File: config.mk
export PLATFORM = sky130hd
export DESIGN_NAME = grf_wr_arbiter_flat
export DESIGN_NICKNAME = d
export VERILOG_FILES = /design/src/rtl/grf_arb_pkg.sv /design/src/rtl/grf_wr_arbiter_if.sv /design/src/rtl/grf_arb_fifo.sv /design/src/rtl/grf_wr_arbiter.sv /design/src/flat_wrapper.sv
export SDC_FILE = /design/constraint.sdc
export NUM_CORES = 1
export LEC_CHECK = 0
export ABC_AREA = 1
export CAP_MARGIN = 30
export CORE_MARGIN = 8
export CORE_UTILIZATION = 40
export CTS_CLUSTER_DIAMETER = 80
export DETAILED_ROUTE_END_ITERATION = 10
export GPL_ROUTABILITY_DRIVEN = 1
export PLACE_DENSITY = 0.69
export SLEW_MARGIN = 20
export SYNTH_ARGS = -nofsm -noshare
export SYNTH_HDL_FRONTEND = slang
export SYNTH_SLANG_ARGS = --single-unit
File: constraint.sdc
create_clock -name clk -period 3.7 [get_ports clk]
set_input_delay 1.11 -clock clk [delete_from_list [all_inputs] [get_ports clk]]
set_output_delay 1.11 -clock clk [all_outputs]
set_load 0.01 [all_outputs]
File: src/rtl/grf_arb_pkg.sv
// Shared types and constants for the GRF write-port arbiter.
package grf_arb_pkg;

  localparam logic [4:0]  REG_ZERO             = 5'd0;
  localparam int unsigned DEPTH_DEFAULT        = 2;
  localparam int unsigned STARVE_LIMIT_DEFAULT = 8;

  // One buffered secondary write; live=0 means a newer W write superseded it.
  typedef struct packed {
    logic        live;
    logic [4:0]  a3;
    logic [31:0] wd;
  } entry_t;

endpackage

File: src/rtl/grf_wr_arbiter_if.sv
// Bundle of W-stage, secondary, D-stage hazard and GRF write-port signals.
interface grf_wr_arbiter_if;

  logic        w_we;
  logic [4:0]  w_a3;
  logic [31:0] w_wd;
  logic        s_valid;
  logic [4:0]  s_a3;
  logic [31:0] s_wd;
  logic        s_ready;
  logic [4:0]  rd_a1;
  logic [4:0]  rd_a2;
  logic        pend_hit1;
  logic        pend_hit2;
  logic        grf_we;
  logic [4:0]  grf_a3;
  logic [31:0] grf_wd;
  logic        w_stall_req;

  // Pipeline side: drives requests, observes the arbiter's decisions.
  modport master (
    output w_we, w_a3, w_wd, s_valid, s_a3, s_wd, rd_a1, rd_a2,
    input  s_ready, pend_hit1, pend_hit2, grf_we, grf_a3, grf_wd, w_stall_req
  );

  // Arbiter side.
  modport slave (
    input  w_we, w_a3, w_wd, s_valid, s_a3, s_wd, rd_a1, rd_a2,
    output s_ready, pend_hit1, pend_hit2, grf_we, grf_a3, grf_wd, w_stall_req
  );

endinterface

File: src/rtl/grf_arb_fifo.sv
// Secondary-write FIFO with per-entry kill-by-address and live-entry address match.
module grf_arb_fifo
  import grf_arb_pkg::*;
#(
  parameter int unsigned DEPTH = DEPTH_DEFAULT
) (
  input  logic       i_clk,
  input  logic       i_reset,
  input  logic       i_push,
  input  entry_t     i_push_entry,
  input  logic       i_pop,
  input  logic       i_kill_en,
  input  logic [4:0] i_kill_a3,
  input  logic [4:0] i_match_a1,
  input  logic [4:0] i_match_a2,
  output entry_t     o_head,
  output logic       o_empty,
  output logic       o_full,
  output logic       o_hit1,
  output logic       o_hit2
);

  localparam int unsigned PtrW = $clog2(DEPTH);
  localparam int unsigned CntW = $clog2(DEPTH) + 1;

  entry_t            r_mem [DEPTH];
  logic [PtrW-1:0]   r_wr_ptr;
  logic [PtrW-1:0]   r_rd_ptr;
  logic [CntW-1:0]   r_count;

  // Entry storage, pointers and occupancy; popped slots drop live so only
  // occupied, unsuperseded entries can ever match.
  always_ff @(posedge i_clk) begin
    if (i_reset) begin
      r_wr_ptr <= '0;
      r_rd_ptr <= '0;
      r_count  <= '0;
      for (int i = 0; i < DEPTH; i++) r_mem[i] <= '0;
    end else begin
      for (int i = 0; i < DEPTH; i++) begin
        if (i_kill_en && r_mem[i].live && (r_mem[i].a3 == i_kill_a3)) r_mem[i].live <= 1'b0;
      end
      if (i_pop) begin
        r_mem[r_rd_ptr].live <= 1'b0;
        r_rd_ptr             <= r_rd_ptr + PtrW'(1);
      end
      // Push lands last so a same-cycle push of the killed address stays live.
      if (i_push) begin
        r_mem[r_wr_ptr] <= i_push_entry;
        r_wr_ptr        <= r_wr_ptr + PtrW'(1);
      end
      if (i_push && !i_pop)      r_count <= r_count + CntW'(1);
      else if (!i_push && i_pop) r_count <= r_count - CntW'(1);
    end
  end

  // Address match against live entries only.
  always_comb begin
    o_hit1 = 1'b0;
    o_hit2 = 1'b0;
    for (int i = 0; i < DEPTH; i++) begin
      if (r_mem[i].live && (i_match_a1 != REG_ZERO) && (r_mem[i].a3 == i_match_a1)) o_hit1 = 1'b1;
      if (r_mem[i].live && (i_match_a2 != REG_ZERO) && (r_mem[i].a3 == i_match_a2)) o_hit2 = 1'b1;
    end
  end

  assign o_head  = r_mem[r_rd_ptr];
  assign o_empty = (r_count == '0);
  assign o_full  = (r_count == CntW'(DEPTH));

endmodule

File: src/rtl/grf_wr_arbiter.sv
// GRF write-port arbiter: W stage has fixed priority, secondary writes are
// buffered and drained into W-idle cycles. Optional starvation guard is
// enabled by defining GRF_ARB_STARVE_GUARD_EN.
module grf_wr_arbiter
  import grf_arb_pkg::*;
#(
  parameter int unsigned DEPTH        = DEPTH_DEFAULT,
  parameter int unsigned STARVE_LIMIT = STARVE_LIMIT_DEFAULT
) (
  input logic             clk,
  input logic             reset,
  grf_wr_arbiter_if.slave bus
);

  if ((DEPTH < 2) || ((DEPTH & (DEPTH - 1)) != 0) || (STARVE_LIMIT < 1)) begin : g_bad_params
    $error("grf_wr_arbiter: DEPTH must be a power of two >= 2, STARVE_LIMIT >= 1");
  end

  entry_t w_head;
  entry_t w_push_entry;
  logic   w_empty;
  logic   w_full;
  logic   w_fifo_hit1;
  logic   w_fifo_hit2;
  logic   w_w_own;
  logic   w_pop;
  logic   w_push;
  logic   w_s_ready;

  assign w_w_own      = !reset && bus.w_we && (bus.w_a3 != REG_ZERO);
  assign w_pop        = !reset && !w_w_own && !w_empty;
  assign w_s_ready    = !reset && !w_full;
  // Writes to $0 are acknowledged but never buffered.
  assign w_push       = bus.s_valid && w_s_ready && (bus.s_a3 != REG_ZERO);
  assign w_push_entry = '{live: 1'b1, a3: bus.s_a3, wd: bus.s_wd};

  grf_arb_fifo #(
    .DEPTH (DEPTH)
  ) u_fifo (
    .i_clk        (clk),
    .i_reset      (reset),
    .i_push       (w_push),
    .i_push_entry (w_push_entry),
    .i_pop        (w_pop),
    .i_kill_en    (w_w_own),
    .i_kill_a3    (bus.w_a3),
    .i_match_a1   (bus.rd_a1),
    .i_match_a2   (bus.rd_a2),
    .o_head       (w_head),
    .o_empty      (w_empty),
    .o_full       (w_full),
    .o_hit1       (w_fifo_hit1),
    .o_hit2       (w_fifo_hit2)
  );

  // Write-port select: W first, else drain FIFO head (killed head pops silently).
  always_comb begin
    bus.grf_we = 1'b0;
    bus.grf_a3 = REG_ZERO;
    bus.grf_wd = '0;
    if (w_w_own) begin
      bus.grf_we = 1'b1;
      bus.grf_a3 = bus.w_a3;
      bus.grf_wd = bus.w_wd;
    end else if (w_pop) begin
      bus.grf_we = w_head.live;
      bus.grf_a3 = w_head.a3;
      bus.grf_wd = w_head.wd;
    end
  end

  // Pending-write hazard: live buffered entries plus this cycle's accepted push.
  always_comb begin
    bus.pend_hit1 = 1'b0;
    bus.pend_hit2 = 1'b0;
    if (!reset) begin
      bus.pend_hit1 = w_fifo_hit1 || (w_push && (bus.rd_a1 == bus.s_a3));
      bus.pend_hit2 = w_fifo_hit2 || (w_push && (bus.rd_a2 == bus.s_a3));
    end
  end

  assign bus.s_ready = w_s_ready;

`ifdef GRF_ARB_STARVE_GUARD_EN
  localparam int unsigned StarveW = $clog2(STARVE_LIMIT + 1);

  logic [StarveW-1:0] r_starve_cnt;

  // Count cycles the FIFO waits without a pop; saturates at the limit.
  always_ff @(posedge clk) begin
    if (reset || w_pop || w_empty) begin
      r_starve_cnt <= '0;
    end else if (r_starve_cnt < StarveW'(STARVE_LIMIT)) begin
      r_starve_cnt <= r_starve_cnt + StarveW'(1);
    end
  end

  assign bus.w_stall_req = !reset && (r_starve_cnt >= StarveW'(STARVE_LIMIT));
`else
  assign bus.w_stall_req = 1'b0;
`endif

endmodule

File: src/flat_wrapper.sv
// flat-port wrapper written by rule: the top's interface ports become plain ports
module grf_wr_arbiter_flat import grf_arb_pkg::*;
#(
  parameter int unsigned DEPTH        = DEPTH_DEFAULT,
  parameter int unsigned STARVE_LIMIT = STARVE_LIMIT_DEFAULT
)
  (clk, reset, bus_w_we, bus_w_a3, bus_w_wd, bus_s_valid, bus_s_a3, bus_s_wd, bus_rd_a1, bus_rd_a2, bus_s_ready, bus_pend_hit1, bus_pend_hit2, bus_grf_we, bus_grf_a3, bus_grf_wd, bus_w_stall_req);
  grf_wr_arbiter_if bus_i ();
  input logic clk;
  input logic reset;
  input wire logic [$bits(bus_i.w_we)-1:0] bus_w_we;
  input wire logic [$bits(bus_i.w_a3)-1:0] bus_w_a3;
  input wire logic [$bits(bus_i.w_wd)-1:0] bus_w_wd;
  input wire logic [$bits(bus_i.s_valid)-1:0] bus_s_valid;
  input wire logic [$bits(bus_i.s_a3)-1:0] bus_s_a3;
  input wire logic [$bits(bus_i.s_wd)-1:0] bus_s_wd;
  input wire logic [$bits(bus_i.rd_a1)-1:0] bus_rd_a1;
  input wire logic [$bits(bus_i.rd_a2)-1:0] bus_rd_a2;
  output wire logic [$bits(bus_i.s_ready)-1:0] bus_s_ready;
  output wire logic [$bits(bus_i.pend_hit1)-1:0] bus_pend_hit1;
  output wire logic [$bits(bus_i.pend_hit2)-1:0] bus_pend_hit2;
  output wire logic [$bits(bus_i.grf_we)-1:0] bus_grf_we;
  output wire logic [$bits(bus_i.grf_a3)-1:0] bus_grf_a3;
  output wire logic [$bits(bus_i.grf_wd)-1:0] bus_grf_wd;
  output wire logic [$bits(bus_i.w_stall_req)-1:0] bus_w_stall_req;
  assign bus_i.w_we = bus_w_we;
  assign bus_i.w_a3 = bus_w_a3;
  assign bus_i.w_wd = bus_w_wd;
  assign bus_i.s_valid = bus_s_valid;
  assign bus_i.s_a3 = bus_s_a3;
  assign bus_i.s_wd = bus_s_wd;
  assign bus_i.rd_a1 = bus_rd_a1;
  assign bus_i.rd_a2 = bus_rd_a2;
  assign bus_s_ready = bus_i.s_ready;
  assign bus_pend_hit1 = bus_i.pend_hit1;
  assign bus_pend_hit2 = bus_i.pend_hit2;
  assign bus_grf_we = bus_i.grf_we;
  assign bus_grf_a3 = bus_i.grf_a3;
  assign bus_grf_wd = bus_i.grf_wd;
  assign bus_w_stall_req = bus_i.w_stall_req;
  grf_wr_arbiter #(.DEPTH(DEPTH), .STARVE_LIMIT(STARVE_LIMIT)) u_core (.clk(clk), .reset(reset), .bus(bus_i));
endmodule
==> impl_metrics.toml <==
[pwr]
max-vdd-ir-drop_mv = 0.242
power.total_mw = 3.04
powerDensity_nw_per_um2 = 452
p_leak_nw = 3.10

[critical_path]
cp_max_fanout = 6
reg2reg_depth = 10
worst-endpoint-arrival_ns = 2.55
timing.setup.critical_path_class = "input port to output pin"
critical_path.reg2reg.startpoint = "u_core.u_fifo.r_count[0]$_SDFFE_PP0P_"
worstSetupEndpointType = "output pin"
worst-r2r-setup-slack_ns = 1.68
startpoint_types = "input port"
critPathRequiredTime_ns = 2.59
timing.rr.end = "u_core.u_fifo.r_count[1]$_SDFFE_PP0P_"

[synth]
synth_area_um2 = 4580
synth_cell_type_count = 27
synth_edf_count = 74
post_synth_inst_count = 574
synth-main-ff-cell = "edfxtp_1"
synth.yosys.seq_area_share_pct = 51.6
seq_cells_post_synth = 81
syn_nets = 663
yosysWarningCount = 0
syn_avg_cell_area_um2 = 7.98
synthArstFlopShare_pct = 0

[status]
status = "finished clean"

[floorplanning]
floorplan.initialDensity_pct = 40.5
floorplan.rows = 39
total_die_area_um2 = 15100
dieHeight_um = 123
placeable_core_area_um2 = 11300
floorplan.io_pins = 130
die_w_um = 123

[route]
route.antenna.remaining_nets = 0
drt_first_pass_iters = 4
viasPerCell = 4.89
route.detailed.wl_per_inst_um = 15.9
drt-total-wl_um = 14100
drt_iter0_markers = 310
dr_vias = 4346
detail_route.drc_violations = 0

[clock_tree]
cts_hold_buffers = 0
root_buffer = "clkbuf_16"
cts_num_sinks = 81
cts.clk_slew.worst_paths_ns = 0.06
cts-buffers-inserted = 9
ctsLongestPathBuffers = 2
ctsHtreeMaxLevel = 3
clock_insertion_delay_worst_skew_ns = 0.34
clock_tree_from_tritoncts = "yes"

[global_routing]
grt-ovfl-total = 0
grtUsageTotal_pct = 19.1
grt_antenna_before_repair = 0
pin_count_of_the_biggest_net_entering_global_routing = 39
vias_in_the_first_global_route = 4514
first_pass_grt_wire_length_um = 22800

[worst_hold_path]
timing.hold.worst.class = "register to register"
timing.hold.worst.start = "u_core.u_fifo.r_rd_ptr$_SDFFE_PP0P_"
worst_hold_path.num_cells = 2

[timing]
rsz_0062_raised_after_global_routing = "yes"
fmax_mhz = 273
period_needed_ns = 3.66
timing.max_slew.rel_slack_pct = 58.8
worst_clock_skew_ns = 0.0106
timing_max_transition_violations_final = 0
final-setup-viol-count = 0
layout_worst_path_cycle_share_pct = 99.0
worst_pin_slew_ns = 0.618
timing.hold.ws_ns = 0.504
timing.final.hold_violations = 0

[cells_and_area]
layout.filler_cells = 1017
layout.nets = 829
final_layout_size_suffix_gt1_share_pct = 19.6
n_antenna_cell = 0
area_growth_syn_to_layout_pct = 46.8

[placed_design]
gp_congestion = 0.905
portBuffers = 128
dp_hpwl_um = 9930

[flow_run]
drv_cap = 0
[metrics by stage]
stage	setup slack, ns	area (um^2)	TNS (ns)	cells	util (%)
3_5_place_dp	-0.707	6310	-24.26	866	55.7
2_1_floorplan	0.554	4580	0	574	-
6_report	0.0376	6720	0	888	59.4
4_1_cts	0.00274	6700	0	886	59.2
3_3_place_gp	-0.812	6310	-26.43	866	55.7
5_1_grt	-0.0765	6720	-0.136	888	59.4
[area by class of cell]
| class | instances | area, um^2 | share of cell area (%) |
|---|---|---|---|
| Multi-Input combinational cell | 396 | 1930 | 28.7 |
| Sequential cell | 81 | 2360 | 35.2 |
| Inverter | 73 | 279 | 4.15 |
| Clock buffer | 11 | 233 | 3.46 |
| Clock inverter | 5 | 104 | 1.54 |
| Timing Repair Buffer | 179 | 1630 | 24.3 |
| Tap cell | 143 | 179 | 2.66 |
[timing repair]
item / in CTS / in global routing
resized for setup: 163 / 34
setup endpoints to repair: 40 / 37
pin swaps: 4 / 4
cloned: 2 / 0
buffers inserted: 2 / 2
[worst max-delay path, cell delays in order]
cell	delay (ns)
clkdlybuf4s50_1	0.47
inv_2	0.04
nor2_2	0.14
nand2_4	0.11
buf_4	0.15
buf_4	0.14
o21ai_0	0.15
clkdlybuf4s15_2	0.25
[synthesized netlist by cell type, types with 2 or more instances]
cell type | number | area share (%)
nand4_1 | 3 | 0.41
nand3_1 | 13 | 1.4
o31ai_1 | 32 | 5.2
xor2_1 | 8 | 1.5
nand2_2 | 4 | 0.55
buf_4 | 2 | 0.33
buf_2 | 11 | 1.2
nand2_1 | 132 | 11
edfxtp_1 | 74 | 49
a21oi_1 | 11 | 1.2
o21ai_0 | 15 | 1.6
nor2_1 | 150 | 12
nor2_2 | 17 | 2.3
inv_1 | 71 | 5.8
dfxtp_1 | 7 | 3.1
clkbuf_1 | 7 | 0.57
o211ai_1 | 2 | 0.33
buf_6 | 4 | 0.98
nor3_1 | 3 | 0.33
[cell families (layout without fill, tap and decap cells)]
family	after synthesis	count (layout)	share of synthesized area, %
AOI/OAI and AO/OA	62	62	8.90
xor gates and xnor gates	8	8	1.53
adders and majority gates	1	1	0.273
buffers and inverters	97	268	9.07
DFF	81	81	51.6
other	1	1	0.0819
and+or+nand+nor	324	324	28.6
[per-layer routing]
metal	global-route usage (%)	share of wire, %
met1	23.9	44
met2	32.2	49
met3	5.02	6.4
met4	4.51	0.55
met5	0	0
[placed cells by master, fill, tap and decap left out, types with 2 or more instances in the layout]
cell / synthesis / final
nor2_1: 150 / 149
nand2_1: 132 / 130
clkdlybuf4s50_1: 0 / 75
edfxtp_1: 74 / 74
inv_1: 71 / 69
buf_4: 2 / 42
buf_2: 11 / 25
o31ai_1: 32 / 21
nor2_2: 17 / 18
o21ai_0: 15 / 13
nand3_1: 13 / 13
a21oi_1: 11 / 10
clkbuf_16: 0 / 9
xor2_1: 8 / 8
dlygate4sd2_1: 0 / 7
clkbuf_2: 0 / 7
o31ai_2: 0 / 6
dlymetal6s2s_1: 0 / 6
buf_12: 0 / 6
dfxtp_1: 7 / 6
o31ai_4: 0 / 5
clkdlybuf4s15_2: 0 / 5
nand2_2: 4 / 4
inv_2: 1 / 3
nand4_1: 3 / 3
nor3_1: 3 / 3
bufinv_16: 0 / 3
o21ai_1: 0 / 2
o211ai_1: 2 / 2
clkbuf_1: 7 / 2
buf_16: 0 / 2
clkdlybuf4s15_1: 0 / 2
[worst max-delay path by stage]
| stage | from | end | slack [ns] | cells after the start |
|---|---|---|---|---|
| final | bus_w_we | bus_grf_a3[3] | 0.04 | 8 |
| after global placement | reset | bus_grf_wd[8] | -0.81 | 6 |
| after detailed placement | reset | bus_grf_wd[12] | -0.71 | 6 |
| after floorplan | bus_w_a3[1] | bus_grf_wd[10] | 0.55 | 6 |
| after CTS | bus_rd_a2[1] | bus_pend_hit2 | 0.003 | 10 |
| after global routing | bus_w_we | bus_grf_a3[3] | -0.08 | 10 |
[flip-flops by register name, summed over array words and instances, names as in the netlist, named ones only]
name                    cells
u_core.u_fifo.r_count       2
u_core.u_fifo.r_mem        76
u_core.u_fifo.r_rd_ptr      1
u_core.u_fifo.r_wr_ptr      1
[power by group]
group | leakage (nW) | switching, mW | internal, mW | total [mW]
Clock | 0.164 | 0.350 | 0.661 | 1.01
Combinational | 2.10 | 0.476 | 0.374 | 0.850
Sequential | 0.831 | 0.0713 | 1.11 | 1.18
Total | 3.10 | 0.897 | 2.14 | 3.04
Note: power is estimated with default switching activity, not from simulation.
